`config.mk`:
```
export PLATFORM = sky130hd
export DESIGN_NAME = unidad_control_riesgos
export DESIGN_NICKNAME = d
export VERILOG_FILES = /design/src/rtl/pipeline_pkg.sv /design/src/rtl/deteccion_load_use.sv /design/src/rtl/unidad_control_riesgos.sv
export SDC_FILE = /design/constraint.sdc
export NUM_CORES = 1
export LEC_CHECK = 0
export ABC_AREA = 1
export CAP_MARGIN = 25
export CORE_MARGIN = 3
export CORE_UTILIZATION = 25
export CTS_CLUSTER_SIZE = 10
export DETAILED_ROUTE_END_ITERATION = 8
export MAX_ROUTING_LAYER = met4
export PLACE_DENSITY_LB_ADDON = 0.2
export SYNTH_ARGS = -nofsm -noshare
export SYNTH_HDL_FRONTEND = slang
export SYNTH_SLANG_ARGS = --single-unit
export TNS_END_PERCENT = 50
```
`constraint.sdc`:
```
create_clock -name clk -period 2 [get_ports clk]
set_input_delay 0.3 -clock clk [delete_from_list [all_inputs] [get_ports clk]]
set_output_delay 0.3 -clock clk [all_outputs]
set_load 0.05 [all_outputs]
```
`src/rtl/pipeline_pkg.sv`:
```
// rtl/pipeline_pkg.sv - shared pipeline types for the hazard controller
package pipeline_pkg;

    typedef logic [3:0] reg_addr_t;

    typedef enum logic [1:0] {
        RUN      = 2'd0,
        MEM_WAIT = 2'd1,
        HALT     = 2'd2,
        ERROR    = 2'd3
    } riesgo_state_t;

    localparam int MEM_TIMEOUT_DEFAULT = 64;

endpackage

```
`src/rtl/deteccion_load_use.sv`:
```
// rtl/deteccion_load_use.sv - combinational load-use match between EXE load and ID sources
module deteccion_load_use
    import pipeline_pkg::*;
(
    input  reg_addr_t reg1_id_i,
    input  reg_addr_t reg2_id_i,
    input  reg_addr_t st_src_id_i,
    input  logic      uses_reg1_id_i,
    input  logic      uses_reg2_id_i,
    input  logic      uses_st_id_i,
    input  reg_addr_t dest_exe_i,
    input  logic      mem_r_en_exe_i,
    output logic      lu_o
);

    logic hit_reg1;
    logic hit_reg2;
    logic hit_st;

    // Register 0 is a real destination here, so no zero-register exemption.
    assign hit_reg1 = uses_reg1_id_i && (reg1_id_i   == dest_exe_i);
    assign hit_reg2 = uses_reg2_id_i && (reg2_id_i   == dest_exe_i);
    assign hit_st   = uses_st_id_i   && (st_src_id_i == dest_exe_i);

    assign lu_o = mem_r_en_exe_i && (hit_reg1 || hit_reg2 || hit_st);

endmodule

```
`src/rtl/unidad_control_riesgos.sv`:
```
// rtl/unidad_control_riesgos.sv - pipeline stall/flush/freeze controller (load-use, branch, memory wait, debug halt)
// Optional saturating perf counters enabled by HAZARD_PERF_EN.
module unidad_control_riesgos
    import pipeline_pkg::*;
#(
    parameter int MEM_TIMEOUT = MEM_TIMEOUT_DEFAULT,
    parameter int WAIT_W      = 8
`ifdef HAZARD_PERF_EN
    ,
    parameter int PERF_W      = 16
`endif
) (
    input  logic      clk,
    input  logic      rst,
    input  reg_addr_t reg1_ID,
    input  reg_addr_t reg2_ID,
    input  reg_addr_t ST_src_ID,
    input  logic      uses_reg1_ID,
    input  logic      uses_reg2_ID,
    input  logic      uses_ST_ID,
    input  reg_addr_t dest_EXE,
    input  logic      MEM_R_EN_EXE,
    input  logic      branch_taken_EXE,
    input  logic      mem_req_MEM,
    input  logic      mem_ready_MEM,
    input  logic      dbg_halt_req,
    output logic      PC_stall,
    output logic      IF_ID_stall,
    output logic      IF_ID_flush,
    output logic      ID_EXE_flush,
    output logic      freeze,
    output logic      mem_error,
`ifdef HAZARD_PERF_EN
    output logic [PERF_W-1:0] stall_cnt,
    output logic [PERF_W-1:0] flush_cnt,
`endif
    output logic      dbg_halted
);

    localparam logic [WAIT_W-1:0] WAIT_LAST = WAIT_W'(MEM_TIMEOUT - 1);

    riesgo_state_t     state_q;
    riesgo_state_t     state_d;
    logic [WAIT_W-1:0] wait_cnt_q;
    logic [WAIT_W-1:0] wait_cnt_d;
    logic              lu;

    deteccion_load_use u_deteccion_load_use (
        .reg1_id_i      (reg1_ID),
        .reg2_id_i      (reg2_ID),
        .st_src_id_i    (ST_src_ID),
        .uses_reg1_id_i (uses_reg1_ID),
        .uses_reg2_id_i (uses_reg2_ID),
        .uses_st_id_i   (uses_ST_ID),
        .dest_exe_i     (dest_EXE),
        .mem_r_en_exe_i (MEM_R_EN_EXE),
        .lu_o           (lu)
    );

    always_ff @(posedge clk or posedge rst) begin
        if (rst) begin
            state_q    <= RUN;
            wait_cnt_q <= '0;
        end else begin
            state_q    <= state_d;
            wait_cnt_q <= wait_cnt_d;
        end
    end

    always_comb begin
        state_d      = state_q;
        wait_cnt_d   = wait_cnt_q;
        PC_stall     = 1'b0;
        IF_ID_stall  = 1'b0;
        IF_ID_flush  = 1'b0;
        ID_EXE_flush = 1'b0;
        freeze       = 1'b0;
        mem_error    = 1'b0;
        dbg_halted   = 1'b0;

        case (state_q)
            RUN: begin
                if (mem_req_MEM && !mem_ready_MEM) begin
                    freeze     = 1'b1;
                    wait_cnt_d = WAIT_W'(1);
                    state_d    = MEM_WAIT;
                end else if (branch_taken_EXE) begin
                    IF_ID_flush  = 1'b1;
                    ID_EXE_flush = 1'b1;
                end else if (lu) begin
                    PC_stall     = 1'b1;
                    IF_ID_stall  = 1'b1;
                    ID_EXE_flush = 1'b1;
                end else if (dbg_halt_req) begin
                    state_d = HALT;
                end
            end

            MEM_WAIT: begin
                if (mem_ready_MEM) begin
                    // Release cycle: EXE was frozen, so its branch/load-use is acted on now.
                    state_d    = RUN;
                    wait_cnt_d = '0;
                    if (branch_taken_EXE) begin
                        IF_ID_flush  = 1'b1;
                        ID_EXE_flush = 1'b1;
                    end else if (lu) begin
                        PC_stall     = 1'b1;
                        IF_ID_stall  = 1'b1;
                        ID_EXE_flush = 1'b1;
                    end
                end else begin
                    freeze = 1'b1;
                    if (wait_cnt_q == WAIT_LAST) begin
                        state_d = ERROR;
                    end else begin
                        wait_cnt_d = wait_cnt_q + WAIT_W'(1);
                    end
                end
            end

            HALT: begin
                freeze     = 1'b1;
                dbg_halted = 1'b1;
                if (!dbg_halt_req) begin
                    state_d = RUN;
                end
            end

            ERROR: begin
                freeze    = 1'b1;
                mem_error = 1'b1;
            end

            default: begin
                state_d    = RUN;
                wait_cnt_d = '0;
            end
        endcase
    end

`ifdef HAZARD_PERF_EN
    logic [PERF_W-1:0] stall_cnt_q;
    logic [PERF_W-1:0] flush_cnt_q;

    always_ff @(posedge clk or posedge rst) begin
        if (rst) begin
            stall_cnt_q <= '0;
            flush_cnt_q <= '0;
        end else begin
            if ((freeze || PC_stall) && (stall_cnt_q != '1)) begin
                stall_cnt_q <= stall_cnt_q + PERF_W'(1);
            end
            if (IF_ID_flush && (flush_cnt_q != '1)) begin
                flush_cnt_q <= flush_cnt_q + PERF_W'(1);
            end
        end
    end

    assign stall_cnt = stall_cnt_q;
    assign flush_cnt = flush_cnt_q;
`endif

endmodule

```
==> results.toml <==
[outcome]
status = "finished, final reports clean"

[synthesis]
async_reset_ff_share_pct = 100
netlist_instances = 160
synthTopCellsByArea = "dfrtp_1 25%, nand2_1 18%, inv_1 10%, nor2_1 8.0%, ha_1 6.3%"
synth_ff_type = "dfrtp_1"
ys_top_cells_by_count = "48 x nand2_1, 27 x inv_1, 21 x nor2_1, 10 x dfrtp_1, 10 x nand3_1"
synth.avg_cell_area_um2 = 6.19
yosysUniqueCellTypes = 26
ys_warn_count = 0
synth_fp_nets = 191
synth_most_common_cell = "nand2_1"
yosysTopAreaCellShare_pct = 25.3
synth_seq_cells = 10
synth_edf_count = 0
netlist_area_um2 = 991
ys_seq_area_share_pct = 25.3
synth_top_area_cell = "dfrtp_1"

[setup_path]
crit_chain = "inv_2, ha_4, inv_4, nor2_4, a21oi_2, nand3b_1, nor2_4, buf_12"
arrival_ns = 1.64
critPathKind = "flip-flop to output port"
path_delay_family = "simple AND/OR/NAND/NOR gates"
critical_path.max_fanout = 4
crit_path_start_kind = "flip-flop"
cpPeakStageDelay_ns = 0.38
end_kind = "output port"
crit_path_top_delay_cell = "dfrtp_1"
crit_top_cell = "nor2_4"
worst_ep_required_time_ns = 1.70
cp_num_buf_inv = 3

[clock_tree]
cts_inserted_buffers = 3
clockRootBuffer = "clkbuf_8"
path_clk_slew_ns = 0.04
clkLatencyLatePin_ns = 0.23
cts.sinks = 10
cts_hold_buf = 0
cts_max_level = 1
clock_path_buffers = 2
cts_tree = "built"

[power_and_ir_drop]
vdd_drop_max_uv = 634
power-per-cell-area_nw_per_um2 = 916
leakagePower_nw = 0.863

[sta]
whs_ns = 0.360
rsz0062_at_grt = "yes"
min_period_ns = 1.94
worst_pin_slew_ns = 0.410
fin_skew_ns = 0.00162
finalSetupViolations = 0
hold_viol = 0
slew_violations = 0
relSlewSlack_pct = 72.7
finalCritPeriodShare_pct = 96.8
fmax_mhz = 516

[die]
dieWidth_um = 69.0
initial_core_util_pct = 26.5
io_pins = 33
core_um2 = 3740
dieHeight_um = 69.0
rows = 22
die-area_um2 = 4760

[finish]
area_growth_pct = 63.5
finalNonFillerCells = 254
antenna_cells = 0
final_layout_size_suffix_gt1_share_pct = 22.3
nets = 239

[placement]
gp_congestion = 0.737
hpwl_mm = 2.05
port_buffers = 32
post-place-cells = 246

[detailed_routing]
viasPerCell = 4.20
drt-pass1-iter-count = 4
first_iter_violations = 11
vias = 1068
drc = 0
wl_per_cell_um = 10.2
drt-total-wl_mm = 2.58
postRouteAntennaNets = 0

[grt]
grt_antenna_before_repair = 0
grt_pass1_wl_mm = 4.39
grt_max_degree = 11
grt_overflow = 0
grt_pass1_vias = 982
grtUsageTotal_pct = 12.5

[flow_run]
drv_cap = 0

[min_path]
min_path_type = "input port to async pin"
[logic make-up (layout without fill, tap and decap cells)]
family,after synthesis,in the layout,share of synthesized area [%]
AOI/OAI and AO/OA,15,15,9.22
xor gates and xnor gates,5,5,4.42
and+or+nand+nor,95,95,42.4
DFF,10,10,25.3
buffers and inverters,30,76,12.4
adders and majority gates,5,5,6.31
[metrics by stage]
stage,power (mW),utilization [%],area [um2],setup slack [ns],TNS [ns]
CTS,1.40,40.9,1530,0.00811,0
floorplan,0.816,-,1000,-0.135,-0.365
finish,1.48,43.3,1620,0.0637,0
detailed placement,1.15,39.2,1470,-0.115,-0.342
global placement,1.15,39.2,1470,-0.119,-0.350
global route,1.61,43.3,1620,-0.0211,-0.0421
[registers in the layout, indices dropped and copies added (netlist names)]
name	flops
wait_cnt_q	8
state_q	2
[metal layers]
layer / global-route usage, % / vias to the layer above / wire, um
met2: 22.1 / 13 / 1350
met1: 14.7 / 462 / 1120
met3: 3.08 / 0 / 104
li1: - / 593 / -
met4: 1.46 / 0 / 0
met5: - / - / 0
[area by class of cell]
cell class                      instances  area, um2
Clock buffer                            3       41.3
Timing Repair Buffer                   45        487
Multi-Input combinational cell        120        672
Sequential cell                        10        250
Fill cell                             408       2120
Tap cell                               48       60.1
Inverter                               28        110
[final timing paths]
| path | slack (ns) | cells past startpoint | to | start |
|---|---|---|---|---|
| hold reg to reg | 0.51 | 2 | wait_cnt_q[1]$_DFFE_PP0P_ | wait_cnt_q[1]$_DFFE_PP0P_ |
| setup / recovery | 0.06 | 8 | PC_stall | state_q[0]$_DFFE_PP0P_ |
| min in group clk | 0.51 | 2 | wait_cnt_q[1]$_DFFE_PP0P_ | wait_cnt_q[1]$_DFFE_PP0P_ |
| setup reg to reg | 0.35 | 10 | state_q[0]$_DFFE_PP0P_ | wait_cnt_q[0]$_DFFE_PP0P_ |
| max in group asynchronous | 1.35 | 2 | state_q[1]$_DFFE_PP0P_ | rst |
| hold / removal | 0.36 | 2 | wait_cnt_q[4]$_DFFE_PP0P_ | rst |
[cells in the final DEF (no fill, tap or decap), types with 3 or more instances in the layout]
master and count:
nor4_1 3, dfrtp_1 10, clkbuf_8 3, o21ai_1 5, inv_1 22, nand3_1 9, buf_4 15, clkdlybuf4s50_1 8
o21ai_0 4, nand2_1 48, inv_2 4, buf_12 5, ha_1 3, nor2_1 19, nor3_1 3, dlymetal6s2s_1 12
dlygate4sd2_1 5, nor2_2 3
[power by group]
group	internal (mW)	switching (mW)
Combinational	0.461	0.566
Clock	0.131	0.0656
Sequential	0.236	0.0265
[what timing repair did]
item                                   in CTS  in global routing
setup buffers                               1                  4
gates resized for setup                    11                 23
pin swaps                                   8                 15
endpoints found under the hold margin       0                  0
setup endpoints to repair                   4                  5
Note: power is estimated with default switching activity, not from simulation.
